===== config.mk =====
export PLATFORM = sky130hd
export DESIGN_NAME = serial_adder
export DESIGN_NICKNAME = d
export VERILOG_FILES = /design/src/rtl/serial_adder.sv
export SDC_FILE = /design/constraint.sdc
export NUM_CORES = 1
export LEC_CHECK = 0
export BUFFER_PORTS_ARGS = -buffer_cell sky130_fd_sc_hd__buf_4
export CELL_PAD_IN_SITES_DETAIL_PLACEMENT = 0
export CELL_PAD_IN_SITES_GLOBAL_PLACEMENT = 1
export CORE_MARGIN = 5
export CORE_UTILIZATION = 41
export CTS_CLUSTER_SIZE = 10
export DETAILED_ROUTE_END_ITERATION = 10
export PLACE_DENSITY = 0.73
export SLEW_MARGIN = 15
export SYNTH_ARGS = -nofsm -noshare
export SYNTH_HDL_FRONTEND = slang
export SYNTH_SLANG_ARGS = --single-unit

===== constraint.sdc =====
create_clock -name clk -period 1.4 [get_ports clk]
set_input_delay 0.28 -clock clk [delete_from_list [all_inputs] [get_ports clk]]
set_output_delay 0.28 -clock clk [all_outputs]
set_load 0.1 [all_outputs]

===== src/rtl/serial_adder.sv =====
// Bit-serial unsigned adder: one full-adder cell and a carry flip-flop process
// X + Y LSB first over WIDTH cycles, sequenced by a start/busy/done handshake.
module serial_adder #(
  parameter int WIDTH = 4
) (
  input  logic             clk,
  input  logic             rst_n,
  input  logic             start,
  input  logic [WIDTH-1:0] X,
  input  logic [WIDTH-1:0] Y,
  output logic             busy,
  output logic             done,
  output logic [WIDTH-1:0] S,
  output logic             C
);

  localparam int CW = (WIDTH > 1) ? $clog2(WIDTH) : 1;

  typedef enum logic [1:0] {
    ST_IDLE = 2'd0,
    ST_RUN  = 2'd1,
    ST_DONE = 2'd2
  } state_e;

  state_e           state_q, state_d;
  logic [WIDTH-1:0] a_q, a_d;
  logic [WIDTH-1:0] b_q, b_d;
  logic [WIDTH-1:0] r_q, r_d;
  logic             carry_q, carry_d;
  logic [CW-1:0]    cnt_q, cnt_d;
  logic [WIDTH-1:0] s_q, s_d;
  logic             c_q, c_d;
  logic             busy_q, busy_d;
  logic             done_q, done_d;

  logic             sum_bit_s;
  logic             carry_out_s;
  logic             last_bit_s;

  function automatic logic majority3(input logic a, input logic b, input logic c);
    return (a & b) | (a & c) | (b & c);
  endfunction

  assign sum_bit_s   = a_q[0] ^ b_q[0] ^ carry_q;
  assign carry_out_s = majority3(a_q[0], b_q[0], carry_q);
  assign last_bit_s  = (cnt_q == CW'(WIDTH - 1));

  // State register
  always_ff @(posedge clk or negedge rst_n) begin
    if (!rst_n) begin
      state_q <= ST_IDLE;
    end else begin
      state_q <= state_d;
    end
  end

  // Next-state logic
  always_comb begin
    state_d = state_q;
    case (state_q)
      ST_IDLE: begin
        if (start) begin
          state_d = ST_RUN;
        end else begin
          state_d = ST_IDLE;
        end
      end
      ST_RUN: begin
        if (last_bit_s) begin
          state_d = ST_DONE;
        end else begin
          state_d = ST_RUN;
        end
      end
      ST_DONE: state_d = ST_IDLE;
      default: state_d = ST_IDLE;
    endcase
  end

  // Datapath and handshake next values; S/C move only on the final bit
  always_comb begin
    a_d     = a_q;
    b_d     = b_q;
    r_d     = r_q;
    carry_d = carry_q;
    cnt_d   = cnt_q;
    s_d     = s_q;
    c_d     = c_q;
    case (state_q)
      ST_IDLE: begin
        if (start) begin
          a_d     = X;
          b_d     = Y;
          carry_d = 1'b0;
          cnt_d   = {CW{1'b0}};
        end else begin
          cnt_d   = cnt_q;
        end
      end
      ST_RUN: begin
        a_d     = {1'b0, a_q[WIDTH-1:1]};
        b_d     = {1'b0, b_q[WIDTH-1:1]};
        r_d     = {sum_bit_s, r_q[WIDTH-1:1]};
        carry_d = carry_out_s;
        cnt_d   = cnt_q + CW'(1);
        if (last_bit_s) begin
          s_d = {sum_bit_s, r_q[WIDTH-1:1]};
          c_d = carry_out_s;
        end else begin
          s_d = s_q;
        end
      end
      ST_DONE: cnt_d = cnt_q;
      default: cnt_d = {CW{1'b0}};
    endcase
    busy_d = (state_d != ST_IDLE);
    done_d = (state_d == ST_DONE);
  end

  // Datapath and output registers
  always_ff @(posedge clk or negedge rst_n) begin
    if (!rst_n) begin
      a_q     <= {WIDTH{1'b0}};
      b_q     <= {WIDTH{1'b0}};
      r_q     <= {WIDTH{1'b0}};
      carry_q <= 1'b0;
      cnt_q   <= {CW{1'b0}};
      s_q     <= {WIDTH{1'b0}};
      c_q     <= 1'b0;
      busy_q  <= 1'b0;
      done_q  <= 1'b0;
    end else begin
      a_q     <= a_d;
      b_q     <= b_d;
      r_q     <= r_d;
      carry_q <= carry_d;
      cnt_q   <= cnt_d;
      s_q     <= s_d;
      c_q     <= c_d;
      busy_q  <= busy_d;
      done_q  <= done_d;
    end
  end

  assign busy = busy_q;
  assign done = done_q;
  assign S    = s_q;
  assign C    = c_q;

endmodule


==> flow_metrics.tcl <==
set metrics [dict create \
    synth_cell_types 22 \
    ys_ff_latch 23 \
    syn-cell-area_um2 982 \
    synthMostInstantiatedCell "dfrtp_1" \
    rows 17 \
    async_reset_ff_share_pct 100 \
    fillers 225 \
    tritoncts "built" \
    tns_ns 0 \
    die_h_um 58.9 \
    avgSynthCellArea_um2 11.6 \
    synth_top_area_share_pct 58.6 \
    seq_area_frac_synth_pct 58.6 \
    dr.pass1.iters 4 \
    cpPeakStageDelay_ns 0.46 \
    nNetsFinal 122 \
    first_iter_violations 11 \
    yosys.area.top_type "dfrtp_1" \
    hold-worst-slack_ns 0.226 \
    drc 0 \
    start_util_pct 43.6 \
    setup_violations 0 \
    setup_slack_ns 0.0828 \
    area_growth_pct 21.5 \
    grt_pass1_vias 682 \
    grt_overflow 0 \
    rrSetupSlack_ns 0.08 \
    cp.arrival_ns 1.52 \
    drt-total-wl_mm 1.81 \
    finalCritPeriodShare_pct 94.1 \
    critPathSlowestCell "dfrtp_2" \
    endpoint_kind "flop" \
    maxCapViolations 0 \
    synth_flop_cell "dfrtp_1" \
    netlist_instances 85 \
    hp-class "input port to flop" \
    gp_congestion 0.763 \
    critical_path_required_ns 1.60 \
    die-area_mm2 0.00347 \
    clock-sinks 23 \
    cts-root-buf "clkbuf_4" \
    synth_common_cells "23 x dfrtp_1, 13 x nand2_1, 9 x nor2_1" \
    pre_cts_ws_ns 0.0712 \
    startpoint_type "flop" \
    ant_nets 0 \
    coreArea_mm2 0.00225 \
    finClkSkew_ns 0.00842 \
    antenna_found_initial 0 \
    die_w_um 58.9 \
    drv_slew 0 \
    max-slew-margin-rel_pct 80.3 \
    synth_warnings 0 \
    crit_chain "and2b_4 > nand2_4 > inv_1 > mux2_1" \
    h-tree-depth 1 \
    rsz0062_at_grt "no" \
    grt_max_degree 24 \
    worst-setup-path-type "flop to flop" \
    numCtsBuffers 3 \
    clkTransAtPathRegs_ns 0.13 \
    finalCriticalPeriod_ns 1.32 \
    grt_util_all_layers_pct 11.7 \
    placedCellCount 131 \
    run_status "finished clean" \
    synthTopCellsByArea "dfrtp_1 59%, nand2_1 5.0%, mux2_2 4.6%" \
    num_vias 709 \
    synth_edf_count 0 \
    clk_path_buf_depth 2 \
    routedWlPerCell_um 13.3 \
    num_antenna_cells 0 \
    clk_latency_ns 0.30 \
    worst-path-max-fanout 7 \
    fin_cells 136 \
    port_buffers 17 \
    cts_setup_buffers 0 \
    via_per_inst 5.21 \
    ios 18 \
    synth.net_count 98 \
    fmax_ghz 0.759 \
    worst_pin_slew_ns 0.296 \
    hpwl_mm 1.37 \
    hold_viol 0 \
    post_route_cells_drive_above_1_share_pct 31.5 \
    grt_pass1_wl_mm 3.14 \
]
-- metal layers --
metal | share of wire [%] | up-vias | GRT usage [%]
met4 | 0.94 | 0 | 3.88
met1 | 49 | 346 | 17.4
met2 | 44 | 17 | 17.0
li1 | - | 344 | -
met3 | 5.9 | 2 | 1.97
met5 | 0 | - | 0
-- cells by family after synthesis --
group	after synthesis	synth area share, %
flops	23	58.6
mux	7	7.90
fa+ha+maj	2	3.31
compound gates	17	12.2
buf+inv	7	3.69
simple gates	29	14.3
-- layout make-up --
| type | instances | area [um2] | area share [%] |
|---|---|---|---|
| tap | 28 | 35.0 | 2.94 |
| timing repair buffer | 22 | 168 | 14.0 |
| clock buffer | 3 | 22.5 | 1.89 |
| sequential | 23 | 578 | 48.4 |
| multi-input combinational | 55 | 370 | 31.0 |
| clock inverter | 1 | 5.00 | 0.419 |
| inverter | 4 | 15.0 | 1.26 |
-- metrics by stage --
stage | utilization, % | cell area, um2
detailed placement | 51.2 | 1150
floorplan | - | 982
finish | 52.9 | 1190
CTS | 52.8 | 1190
global placement | 51.2 | 1150
global route | 52.9 | 1190
-- sequential cells by signal, summed over array words and instances (netlist names) --
register / count
S: 4
carry_q: 1
busy: 1
r_q: 3
a_q: 4
C: 1
done: 1
b_q: 4
state_q: 2
cnt_q: 2
-- worst paths after layout --
kind                              endpoint  cells after the start        from
worst min-delay path                b_q[3]                      3        Y[3]
worst max register to register        S[0]                      4  state_q[1]
min in group asynchronous             S[3]                      2       rst_n
max in group asynchronous       state_q[0]                      2       rst_n
worst min register to register      r_q[1]                      2      r_q[1]
worst max-delay path                  S[0]                      4  state_q[1]
-- worst max-delay path: cells and delay by family (launching register included) --
kind	cells	cell delay, ns
buffers and inverters	1	0.09
DFF	1	0.46
muxes	1	0.32
and+or+nand+nor	2	0.35
-- timing repair --
item / in CTS / in global routing
endpoints found under the setup margin: 0 / 2
hold endpoints to repair: 23 / 0
hold buffers: 1 / 0
resized for setup: 0 / 2
-- cells in the final DEF (no fill, tap or decap), types with 2 or more instances in the layout --
master    synthesis  final
o22ai_1           5      5
nor2_1            9      9
mux2_2            4      4
o32ai_1           5      5
mux2_1            2      2
inv_1             4      4
nand2b_1          2      2
nand2_1          13     13
dfrtp_1          23     21
clkbuf_4          0      3
dfrtp_2           0      2
o21ai_0           5      5
buf_4             0     21
Power is not shown: default switching activity piles up to over one toggle a cycle in this logic, so the estimate is an artifact.
